==> src/rtl/uart_rx_os16_pkg.sv <==
// Shared types and constants for the 16x oversampling UART receiver.
// Holds the receive state encoding, sample-window positions and frame-length limits.
package uart_pkg;

    typedef enum logic [2:0] {
        IDLE,
        START,
        DATA,
        PARITY,
        STOP1,
        STOP2,
        DONE,
        WAIT_HIGH
    } rx_state_t;

    localparam int         OS_RATE    = 16;
    localparam logic [3:0] SAMPLE_LO  = 4'd7;
    localparam logic [3:0] SAMPLE_MID = 4'd8;
    localparam logic [3:0] SAMPLE_HI  = 4'd9;
    localparam logic [3:0] MIN_LEN    = 4'd5;
    localparam logic [3:0] MAX_LEN    = 4'd8;

    function automatic logic [3:0] clamp_len(input logic [3:0] len);
        if (len < MIN_LEN) return MIN_LEN;
        if (len > MAX_LEN) return MAX_LEN;
        return len;
    endfunction

    function automatic logic maj3(input logic a, input logic b, input logic c);
        return (a & b) | (a & c) | (b & c);
    endfunction

endpackage

==> src/rtl/uart_rx_os16_if.sv <==
// Host-side bundle of the UART receiver: line input, frame configuration and results.
// The master side drives the line and configuration; the receiver is the slave.
interface uart_rx_os16_if;
    logic        rx_start;
    logic        rx;
    logic [16:0] baud;
    logic [3:0]  length;
    logic        parity_en;
    logic        parity_type;
    logic        stop2;
    logic [7:0]  rx_out;
    logic        rx_done;
    logic        rx_err;
    logic        frame_err;
    logic        busy;

    modport master (
        output rx_start, rx, baud, length, parity_en, parity_type, stop2,
        input  rx_out, rx_done, rx_err, frame_err, busy
    );

    modport slave (
        input  rx_start, rx, baud, length, parity_en, parity_type, stop2,
        output rx_out, rx_done, rx_err, frame_err, busy
    );
endinterface

==> src/rtl/uart_rx_os16_baud_tick.sv <==
// Oversampling tick divider: one-cycle tick every div_i clocks (0 behaves as 1).
// Held at zero while clr_i is high so the first tick lands div_i cycles after release.
module uart_baud_tick (
    input  logic        clk,
    input  logic        rst,
    input  logic        clr_i,
    input  logic [16:0] div_i,
    output logic        tick_o
);
    logic [16:0] cnt_q, cnt_d;
    logic [16:0] div_eff;

    assign div_eff = (div_i == 17'd0) ? 17'd1 : div_i;
    assign tick_o  = !clr_i && (cnt_q == div_eff - 17'd1);

    always_comb begin
        cnt_d = cnt_q + 17'd1;
        if (clr_i || tick_o) cnt_d = 17'd0;
    end

    always_ff @(posedge clk or negedge rst) begin
        if (!rst) cnt_q <= 17'd0;
        else      cnt_q <= cnt_d;
    end
endmodule

==> src/rtl/uart_rx_os16.sv <==
// Single-clock UART receiver, 16x oversampled with a 3-sample majority vote per bit.
// Supports 5-8 data bits, optional even/odd parity, 1 or 2 stop bits; flags parity/framing errors.
module uart_rx_os16
    import uart_pkg::*;
#(
    parameter int SYNC_STAGES = 2
) (
    input  logic          clk,
    input  logic          rst,
    uart_rx_os16_if.slave bus
);
    localparam logic [3:0] BIT_END = 4'(OS_RATE - 1);

    logic [SYNC_STAGES-1:0] sync_q;
    logic                   rx_s;
    rx_state_t              state_q;
    logic [3:0]             os_q;
    logic [2:0]             bit_q;
    logic                   par_err_q, stop_err_q;
    logic                   busy_q, rx_done_q, rx_err_q, frame_err_q;
    logic [7:0]             rx_out_q;
    logic [16:0]            baud_q;
    logic [3:0]             len_q;
    logic                   pen_q, ptype_q, stop2_q;
    logic [1:0]             smp_q;
    logic [7:0]             sreg_q;
    logic                   tick, start_det, mid_tick, end_tick, bit_val;

    always_ff @(posedge clk or negedge rst) begin
        if (!rst) sync_q <= '1;
        else      sync_q <= {sync_q[SYNC_STAGES-2:0], bus.rx};
    end

    assign rx_s      = sync_q[SYNC_STAGES-1];
    assign start_det = (state_q == IDLE) && bus.rx_start && !rx_s;
    assign mid_tick  = tick && (os_q == SAMPLE_HI);
    assign end_tick  = tick && (os_q == BIT_END);
    assign bit_val   = maj3(smp_q[0], smp_q[1], rx_s);

    uart_baud_tick u_tick (
        .clk    (clk),
        .rst    (rst),
        .clr_i  (state_q == IDLE),
        .div_i  (baud_q),
        .tick_o (tick)
    );

    // Configuration is frozen at start detection so mid-frame changes apply to the next frame.
    always_ff @(posedge clk) begin
        if (start_det) begin
            baud_q  <= bus.baud;
            len_q   <= clamp_len(bus.length);
            pen_q   <= bus.parity_en;
            ptype_q <= bus.parity_type;
            stop2_q <= bus.stop2;
            sreg_q  <= '0;
        end else if (tick) begin
            if (os_q == SAMPLE_LO)  smp_q[0] <= rx_s;
            if (os_q == SAMPLE_MID) smp_q[1] <= rx_s;
            if (os_q == SAMPLE_HI && state_q == DATA) sreg_q[bit_q] <= bit_val;
        end
    end

    always_ff @(posedge clk or negedge rst) begin
        if (!rst) begin
            state_q     <= IDLE;
            os_q        <= 4'd0;
            bit_q       <= 3'd0;
            par_err_q   <= 1'b0;
            stop_err_q  <= 1'b0;
            busy_q      <= 1'b0;
            rx_done_q   <= 1'b0;
            rx_out_q    <= 8'd0;
            rx_err_q    <= 1'b0;
            frame_err_q <= 1'b0;
        end else begin
            rx_done_q <= 1'b0;
            if (tick) os_q <= os_q + 4'd1;
            case (state_q)
                IDLE: begin
                    if (start_det) begin
                        state_q    <= START;
                        busy_q     <= 1'b1;
                        os_q       <= 4'd0;
                        bit_q      <= 3'd0;
                        par_err_q  <= 1'b0;
                        stop_err_q <= 1'b0;
                    end
                end
                START: begin
                    if (mid_tick && bit_val) begin
                        state_q <= IDLE;
                        busy_q  <= 1'b0;
                    end else if (end_tick) begin
                        state_q <= DATA;
                    end
                end
                DATA: begin
                    if (end_tick) begin
                        bit_q <= bit_q + 3'd1;
                        if ({1'b0, bit_q} == len_q - 4'd1) state_q <= pen_q ? PARITY : STOP1;
                    end
                end
                PARITY: begin
                    if (mid_tick)      par_err_q <= bit_val != ((^sreg_q) ^ ptype_q);
                    else if (end_tick) state_q   <= STOP1;
                end
                // With one stop bit the frame completes mid-bit, leaving margin for back-to-back frames.
                STOP1: begin
                    if (mid_tick) begin
                        stop_err_q <= !bit_val;
                        if (!stop2_q) begin
                            state_q     <= DONE;
                            rx_done_q   <= 1'b1;
                            rx_out_q    <= sreg_q;
                            rx_err_q    <= par_err_q;
                            frame_err_q <= !bit_val;
                        end
                    end else if (end_tick) begin
                        state_q <= STOP2;
                    end
                end
                STOP2: begin
                    if (mid_tick) begin
                        state_q     <= DONE;
                        rx_done_q   <= 1'b1;
                        rx_out_q    <= sreg_q;
                        rx_err_q    <= par_err_q;
                        frame_err_q <= stop_err_q | !bit_val;
                    end
                end
                DONE: begin
                    state_q <= frame_err_q ? WAIT_HIGH : IDLE;
                    busy_q  <= frame_err_q;
                end
                WAIT_HIGH: begin
                    if (rx_s) begin
                        state_q <= IDLE;
                        busy_q  <= 1'b0;
                    end
                end
                default: begin
                    state_q <= IDLE;
                    busy_q  <= 1'b0;
                end
            endcase
        end
    end

    assign bus.rx_out    = rx_out_q;
    assign bus.rx_done   = rx_done_q;
    assign bus.rx_err    = rx_err_q;
    assign bus.frame_err = frame_err_q;
    assign bus.busy      = busy_q;
endmodule
==> src/flat_wrapper.sv <==
// flat-port wrapper written by rule: the top's interface ports become plain ports
module uart_rx_os16_flat import uart_pkg::*;
#(
    parameter int SYNC_STAGES = 2
)
  (clk, rst, bus_rx_start, bus_rx, bus_baud, bus_length, bus_parity_en, bus_parity_type, bus_stop2, bus_rx_out, bus_rx_done, bus_rx_err, bus_frame_err, bus_busy);
  uart_rx_os16_if bus_i ();
  input  logic clk;
  input  logic rst;
  input wire logic [$bits(bus_i.rx_start)-1:0] bus_rx_start;
  input wire logic [$bits(bus_i.rx)-1:0] bus_rx;
  input wire logic [$bits(bus_i.baud)-1:0] bus_baud;
  input wire logic [$bits(bus_i.length)-1:0] bus_length;
  input wire logic [$bits(bus_i.parity_en)-1:0] bus_parity_en;
  input wire logic [$bits(bus_i.parity_type)-1:0] bus_parity_type;
  input wire logic [$bits(bus_i.stop2)-1:0] bus_stop2;
  output wire logic [$bits(bus_i.rx_out)-1:0] bus_rx_out;
  output wire logic [$bits(bus_i.rx_done)-1:0] bus_rx_done;
  output wire logic [$bits(bus_i.rx_err)-1:0] bus_rx_err;
  output wire logic [$bits(bus_i.frame_err)-1:0] bus_frame_err;
  output wire logic [$bits(bus_i.busy)-1:0] bus_busy;
  assign bus_i.rx_start = bus_rx_start;
  assign bus_i.rx = bus_rx;
  assign bus_i.baud = bus_baud;
  assign bus_i.length = bus_length;
  assign bus_i.parity_en = bus_parity_en;
  assign bus_i.parity_type = bus_parity_type;
  assign bus_i.stop2 = bus_stop2;
  assign bus_rx_out = bus_i.rx_out;
  assign bus_rx_done = bus_i.rx_done;
  assign bus_rx_err = bus_i.rx_err;
  assign bus_frame_err = bus_i.frame_err;
  assign bus_busy = bus_i.busy;
  uart_rx_os16 #(.SYNC_STAGES(SYNC_STAGES)) u_core (.clk(clk), .rst(rst), .bus(bus_i));
endmodule
==> config.mk <==
export PLATFORM = sky130hd
export DESIGN_NAME = uart_rx_os16_flat
export DESIGN_NICKNAME = d
export VERILOG_FILES = /design/src/rtl/uart_rx_os16_pkg.sv /design/src/rtl/uart_rx_os16_if.sv /design/src/rtl/uart_rx_os16_baud_tick.sv /design/src/rtl/uart_rx_os16.sv /design/src/flat_wrapper.sv
export SDC_FILE = /design/constraint.sdc
export NUM_CORES = 1
export LEC_CHECK = 0
export ABC_AREA = 1
export BUFFER_PORTS_ARGS = -buffer_cell sky130_fd_sc_hd__buf_2
export CAP_MARGIN = 20
export CORE_ASPECT_RATIO = 0.5
export CORE_MARGIN = 5
export CORE_UTILIZATION = 40
export CTS_BUF_LIST = sky130_fd_sc_hd__clkbuf_4 sky130_fd_sc_hd__clkbuf_8
export CTS_CLUSTER_DIAMETER = 100
export DETAILED_ROUTE_END_ITERATION = 16
export PLACE_DENSITY = 0.57
export SYNTH_ARGS = -nofsm -noshare
export SYNTH_HDL_FRONTEND = slang
export SYNTH_SLANG_ARGS = --single-unit
export TNS_END_PERCENT = 30
==> constraint.sdc <==
create_clock -name clk -period 2.9 [get_ports clk]
set_input_delay 0.58 -clock clk [delete_from_list [all_inputs] [get_ports clk]]
set_output_delay 0.58 -clock clk [all_outputs]
set_load 0.01 [all_outputs]
== Word level (Yosys, flattened, before mapping) ==
Index checks and enable logic that the tools add are counted.
Storage, ports and cells
  register bits after elaboration: 77
  logic and storage cells: 154
Operators by class
  equality and inequality tests: 28
  reductions and logical operators: 29
  bitwise operators: 8
  add/sub/neg operators: 5
  $lt $le $gt $ge: 4
  muxes and demuxes: 60
Operators by type and width (count)
  3-bit two-way mux: 16
  17-bit two-way mux: 2
  4-bit two-way mux: 7
  8-bit two-way mux: 3
  3-bit case mux with 8 select lines: 1
  1-bit two-way mux: 21
  17-bit by 1-bit adder with 17-bit output (second input constant): 1
  17-bit equality test: 1
  17-bit logical NOT: 1
  17-bit by 1-bit subtractor with 17-bit output (second input constant): 1
  2-bit by 1-bit != test with 1-bit output (second input constant): 8
  8-bit case mux with 2 select lines: 1
  3-bit AND reduction: 5
  3-bit equality test (second input constant): 4
  4-bit equality test (second input constant): 3
  1-bit case mux with 2 select lines: 5
  10-bit AND reduction: 1
  8-bit bitwise mux: 1
  1-bit logical AND: 8
  4-bit AND reduction: 2
  2-bit nonzero test: 4
  8-bit parity: 1
  3-bit by 2-bit equality test with 1-bit output (second input constant): 2
  2-bit != test (second input constant): 3
  25 further kinds: 32

== Logic depth before layout (Yosys ltp) ==
  word-level depth: 9
  mapped depth: 21
  mapped depth without buffers: 21

== By module ==
Synthesis repeated with hierarchy kept, for this count alone.
Second synthesis, totals
  cell total of the unflattened synthesis: 550
  area total of the unflattened synthesis: 4423.0 um2
Modules (own cells, without submodules)
  uart_rx_os16: cells each 336, area an instance 2952.8 um2, times used 1
  uart_baud_tick: cells each 214, area an instance 1470.2 um2, times used 1

== Least setup slack after synthesis ==
OpenSTA, ideal clock, no wires.
  kind: register -> register
  start point: register u_core.baud_q[4]
  end point: register u_core.smp_q[0], enable pin
  setup time: 324 ps
  data required time: 2576 ps
  arrival: 2538 ps
  path buffers: 0
  setup slack: 38 ps
  clock period less this slack: 2862 ps
  stages on the path, launching flop included: 19
  cells stage by stage: edfxtp_1 nor2_2 nand2_1 nor2_2 a21oi_4 ha_1 nand2_2 nor3_1 xnor2_1 nand2_1 a21oi_1 nand4_1 nor2_2 nand3_1 nor2_2 nand2_1 nor2_2 inv_1 nor3_1
On the way
  word-level cells in the longest chain between the ends: 6
RTL lines
  start: declaration: line uart_rx_os16.sv:22  | logic [16:0] baud_q;
  start signal: assignment: line uart_rx_os16.sv:51  | baud_q <= bus.baud;
  17-bit logical NOT: line uart_rx_os16_baud_tick.sv:13  | assign div_eff = (div_i == 17'd0) ? 17'd1 : div_i;
  17-bit two-way mux *: line uart_rx_os16_baud_tick.sv:13
  17-bit by 1-bit subtractor with 17-bit output *: line uart_rx_os16_baud_tick.sv:14  | assign tick_o = !clr_i && (cnt_q == div_eff - 17'd1);
  17-bit equality test *: line uart_rx_os16_baud_tick.sv:14
  1-bit logical AND *: line uart_rx_os16_baud_tick.sv:14
  3-bit AND reduction (no line) *
  end signal: assignment: line uart_rx_os16.sv:58  | if (os_q == SAMPLE_LO) smp_q[0] <= rx_s;
  end: declaration: line uart_rx_os16.sv:25  | logic [1:0] smp_q;
Mark *: on every way between the ends. The rest lies on a longest branch, timed or not.
A chain may end at the register's enable or synchronous reset.

== Final worst setup path ==
  start point: register u_core.baud_q[12]
  end point: register u_core.state_q[1]
On the way
  word-level cells in the longest chain between the ends: 9
  elaborated cells between the ends (all ways): 19
RTL lines
  17-bit logical NOT: line uart_rx_os16_baud_tick.sv:13
  17-bit two-way mux *: line uart_rx_os16_baud_tick.sv:13
  17-bit by 1-bit subtractor with 17-bit output *: line uart_rx_os16_baud_tick.sv:14
  17-bit equality test *: line uart_rx_os16_baud_tick.sv:14
  1-bit logical AND *: line uart_rx_os16_baud_tick.sv:14
  1-bit logical AND: line uart_rx_os16.sv:36  | assign mid_tick = tick && (os_q == SAMPLE_HI);
  1-bit logical AND: line uart_rx_os16.sv:91  | if (mid_tick && bit_val) begin
  3-bit by 1-bit != test with 1-bit output (no line) or 3-bit two-way mux (tied branches)
  10-bit AND reduction (no line) or 3-bit case mux with 8 select lines (tied branches)
  end signal: assignment: line uart_rx_os16.sv:101  | if ({1'b0, bit_q} == len_q - 4'd1) state_q <= pen_q ? PARITY : STOP1;
  end signal: assignment: line uart_rx_os16.sv:133  | state_q <= frame_err_q ? WAIT_HIGH : IDLE;
  end: declaration: line uart_rx_os16.sv:16  | rx_state_t state_q;
Marked as above.

==> flow_summary.json <==
{
  "grt_pass1_wl_mm": 16.9,
  "yosysUniqueCellTypes": 42,
  "fin_nets": 659,
  "dp_cells": 744,
  "violations": "setup timing",
  "via_count": 3689,
  "finalClockSkew_ps": 8.78,
  "cts_tree": "done",
  "finalHoldViolCount": 0,
  "pwr_density_cell_nw_per_um2": 547,
  "place_ws_ps": -213,
  "dp_hpwl_mm": 7.63,
  "wl_per_cell_um": 13.3,
  "cp_max_fo": 4,
  "setup_viol": 12,
  "cts_buffers": 9,
  "num_rows": 27,
  "cts_max_level": 3,
  "fin_ws_ps": -97.7,
  "max_freq_mhz": 334,
  "finalWeightedCongestion": 0.870,
  "grt_pass1_vias": 3614,
  "worstPathArrival_ps": 3240,
  "antenna_found_initial": 0,
  "instances_no_fill": 774,
  "initialDrtViolationCount": 267,
  "status": "complete, but fails checks",
  "drc": 0,
  "ys_ff_latch": 77,
  "synthesis.area_um2": 4370,
  "yosys_most_used_dff": "dfrtp_1",
  "yosys_warnings": 0,
  "max_cap_violations": 0,
  "crit_type": "reg -> reg",
  "die_y_um": 83.9,
  "register_area_um2": 2020,
  "pin_count": 40,
  "grt.overflow.total": 0,
  "hp-class": "in -> async",
  "postSynthCellCount": 524,
  "routed_wl_mm": 10.3,
  "syn-num-nets": 559,
  "clk-insertion-delay-late_ps": 350,
  "multi_input_area_um2": 2330,
  "fill_cells": 987,
  "drv_slew": 0,
  "dieArea_um2": 13200,
  "synth_edf_count": 26,
  "synth-async-reset-ratio_pct": 55.8,
  "grt_setup_unrepaired": "true",
  "start_util_pct": 40.3,
  "finalCriticalPeriod_ps": 3000,
  "seq_area_frac_synth_pct": 46.2,
  "drive_gt1_share_pct": 30.2,
  "cts.clk_slew.worst_paths_ps": 80,
  "track_usage_pct": 15.9,
  "root_buffer": "clkbuf_8",
  "area_growth_syn_to_layout_pct": 30.3,
  "cts_buffer_depth": 2,
  "antenna_left": 0,
  "worst_slew_pin_slew_ps": 553,
  "vdd_drop_max_v": 0.000261,
  "diodes": 0,
  "leakage_nw": 2.59,
  "drt_pass1_iterations": 5,
  "cts_sinks": 77,
  "core-area_um2": 10800,
  "io_buffer_count": 39,
  "cp.required_ps": 3140,
  "finalCritPeriodShare_pct": 103,
  "worst_setup_path_start_kind": "flip-flop",
  "via_per_inst": 4.77,
  "chipWidth_um": 158,
  "grt_max_degree": 44,
  "endpoint_kind": "flip-flop",
  "synth_area_per_cell_um2": 8.34,
  "relSlewSlack_pct": 63.1
}
## cell type report
class,count,area share (%)
multi-input combinational,379,40.9
sequential,77,35.5
timing repair buffer,95,12.9
inverter,62,4.17
clock buffer,15,3.30
tap,145,3.19
clock inverter,1,0.0879
## registers in the layout, indices dropped and copies added, names as in the netlist, 2 cells and up
signal	cells
u_core.baud_q	17
u_core.u_tick.cnt_q	17
u_core.bus.rx_out	8
u_core.sreg_q	8
u_core.len_q	4
u_core.os_q	4
u_core.bit_q	3
u_core.state_q	3
u_core.smp_q	2
u_core.sync_q	2
## cell usage after synthesis (all sizes together) (8+ instances only)
master	count	area [um^2]
a21oi	20	111
dfrtp	41	1030
dfxtp	8	160
edfxtp	26	781
inv	60	225
nand2	130	498
nand3	41	243
nand4	16	106
nor2	75	319
nor3	15	103
o21ai	16	98.9
xnor2	13	114
xor2	26	228
## layer usage
layer  vias to the layer above  routed length [um]  global-route usage, %
met5                         -                   0                      0
met4                         0                 175                   6.01
met3                        18                 404                   3.63
met2                        76                4710                   25.3
met1                      1690                5030                   21.2
li1                       1905                   -                      -
## layout by cell type (no fill, tap or decap), types with 5 or more instances in the layout
| master | Yosys | routed |
|---|---|---|
| dfxtp_1 | 8 | 8 |
| nand3_1 | 35 | 30 |
| nand2_1 | 126 | 107 |
| a21oi_1 | 19 | 16 |
| inv_1 | 60 | 60 |
| nor2_4 | 0 | 10 |
| buf_2 | 3 | 39 |
| nor2_1 | 60 | 55 |
| edfxtp_1 | 26 | 26 |
| nand3_2 | 5 | 10 |
| dfrtp_1 | 41 | 41 |
| nor2_2 | 15 | 10 |
| buf_6 | 2 | 5 |
| nand2_2 | 4 | 17 |
| buf_4 | 0 | 44 |
| o21ai_1 | 4 | 10 |
| nand2_4 | 0 | 6 |
| buf_12 | 0 | 5 |
| nor3_1 | 12 | 10 |
| clkbuf_8 | 0 | 12 |
| xor2_1 | 26 | 24 |
| xnor2_1 | 13 | 11 |
| ha_1 | 7 | 6 |
| nand4_1 | 15 | 15 |
| nor3b_1 | 5 | 5 |
## worst max-delay path: stages (launching register included)
cell and delay, ps:
edfxtp_1 420, nor2_2 130, nand3_2 130, nor2_4 140, a21oi_4 80, ha_4 180
nand2_4 90, buf_6 120, nor3_4 40, xnor2_2 170, nand2_1 100, a21oi_2 110
nand4_1 140, nor2_4 180, nand3_2 130, nor2_4 140, nand2_2 70, nor2_2 110
nand2_1 80, nand2_2 120, nand2_2 80, nand2_1 60, nand2_1 50
## cell families after synthesis
group | Yosys count | share of synthesized area, %
simple gates | 290 | 31.5
compound gates | 42 | 5.87
flops | 77 | 46.2
buf+inv | 68 | 6.39
fa+ha+maj | 8 | 2.23
xor+xnor | 39 | 7.82
## timing repair
| item | in CTS | in global routing |
|---|---|---|
| gates resized for setup | 19 | 52 |
| pin swaps | 14 | 32 |
| gates cloned | 0 | 2 |
| setup endpoints to repair | 24 | 34 |
| setup buffers | 8 | 5 |
| hold buffers | 0 | 0 |
## power breakdown
part	switching (W)	internal [W]
clock network	0.000369	0.000410
registers	0.0000972	0.00124
logic	0.000623	0.000378
total	0.00109	0.00203
## metrics by stage
step | TNS (ps) | instance area, um^2 | hold WS, ps | utilization (%) | power (W)
2_1_floorplan | 0 | 4370 | 284 | - | 0.00195
3_3_place_gp | -627 | 5070 | 347 | 46.8 | 0.00226
3_5_place_dp | -1990 | 5070 | 349 | 46.8 | 0.00226
4_1_cts | -1770 | 5400 | 302 | 49.8 | 0.00309
5_1_grt | -5070 | 5690 | 149 | 52.5 | 0.00332
6_report | -454 | 5690 | 142 | 52.5 | 0.00311
## worst paths after layout
| path | startpoint | to | slack, ps | depth (start not counted) |
|---|---|---|---|---|
| max in group asynchronous | rst | u_core.sync_q[1] | 2210 | 2 |
| worst max-delay path | u_core.baud_q[12] | u_core.state_q[1] | -100 | 22 |
| worst max register to register | u_core.baud_q[12] | u_core.state_q[1] | -100 | 22 |
| worst min-delay path | rst | u_core.u_tick.cnt_q[4] | 140 | 1 |
| min in group clk | bus_rx | u_core.sync_q[0] | 330 | 1 |
| worst min register to register | u_core.sync_q[0] | u_core.sync_q[1] | 360 | 0 |
Note: power is estimated with default switching activity, not from simulation.
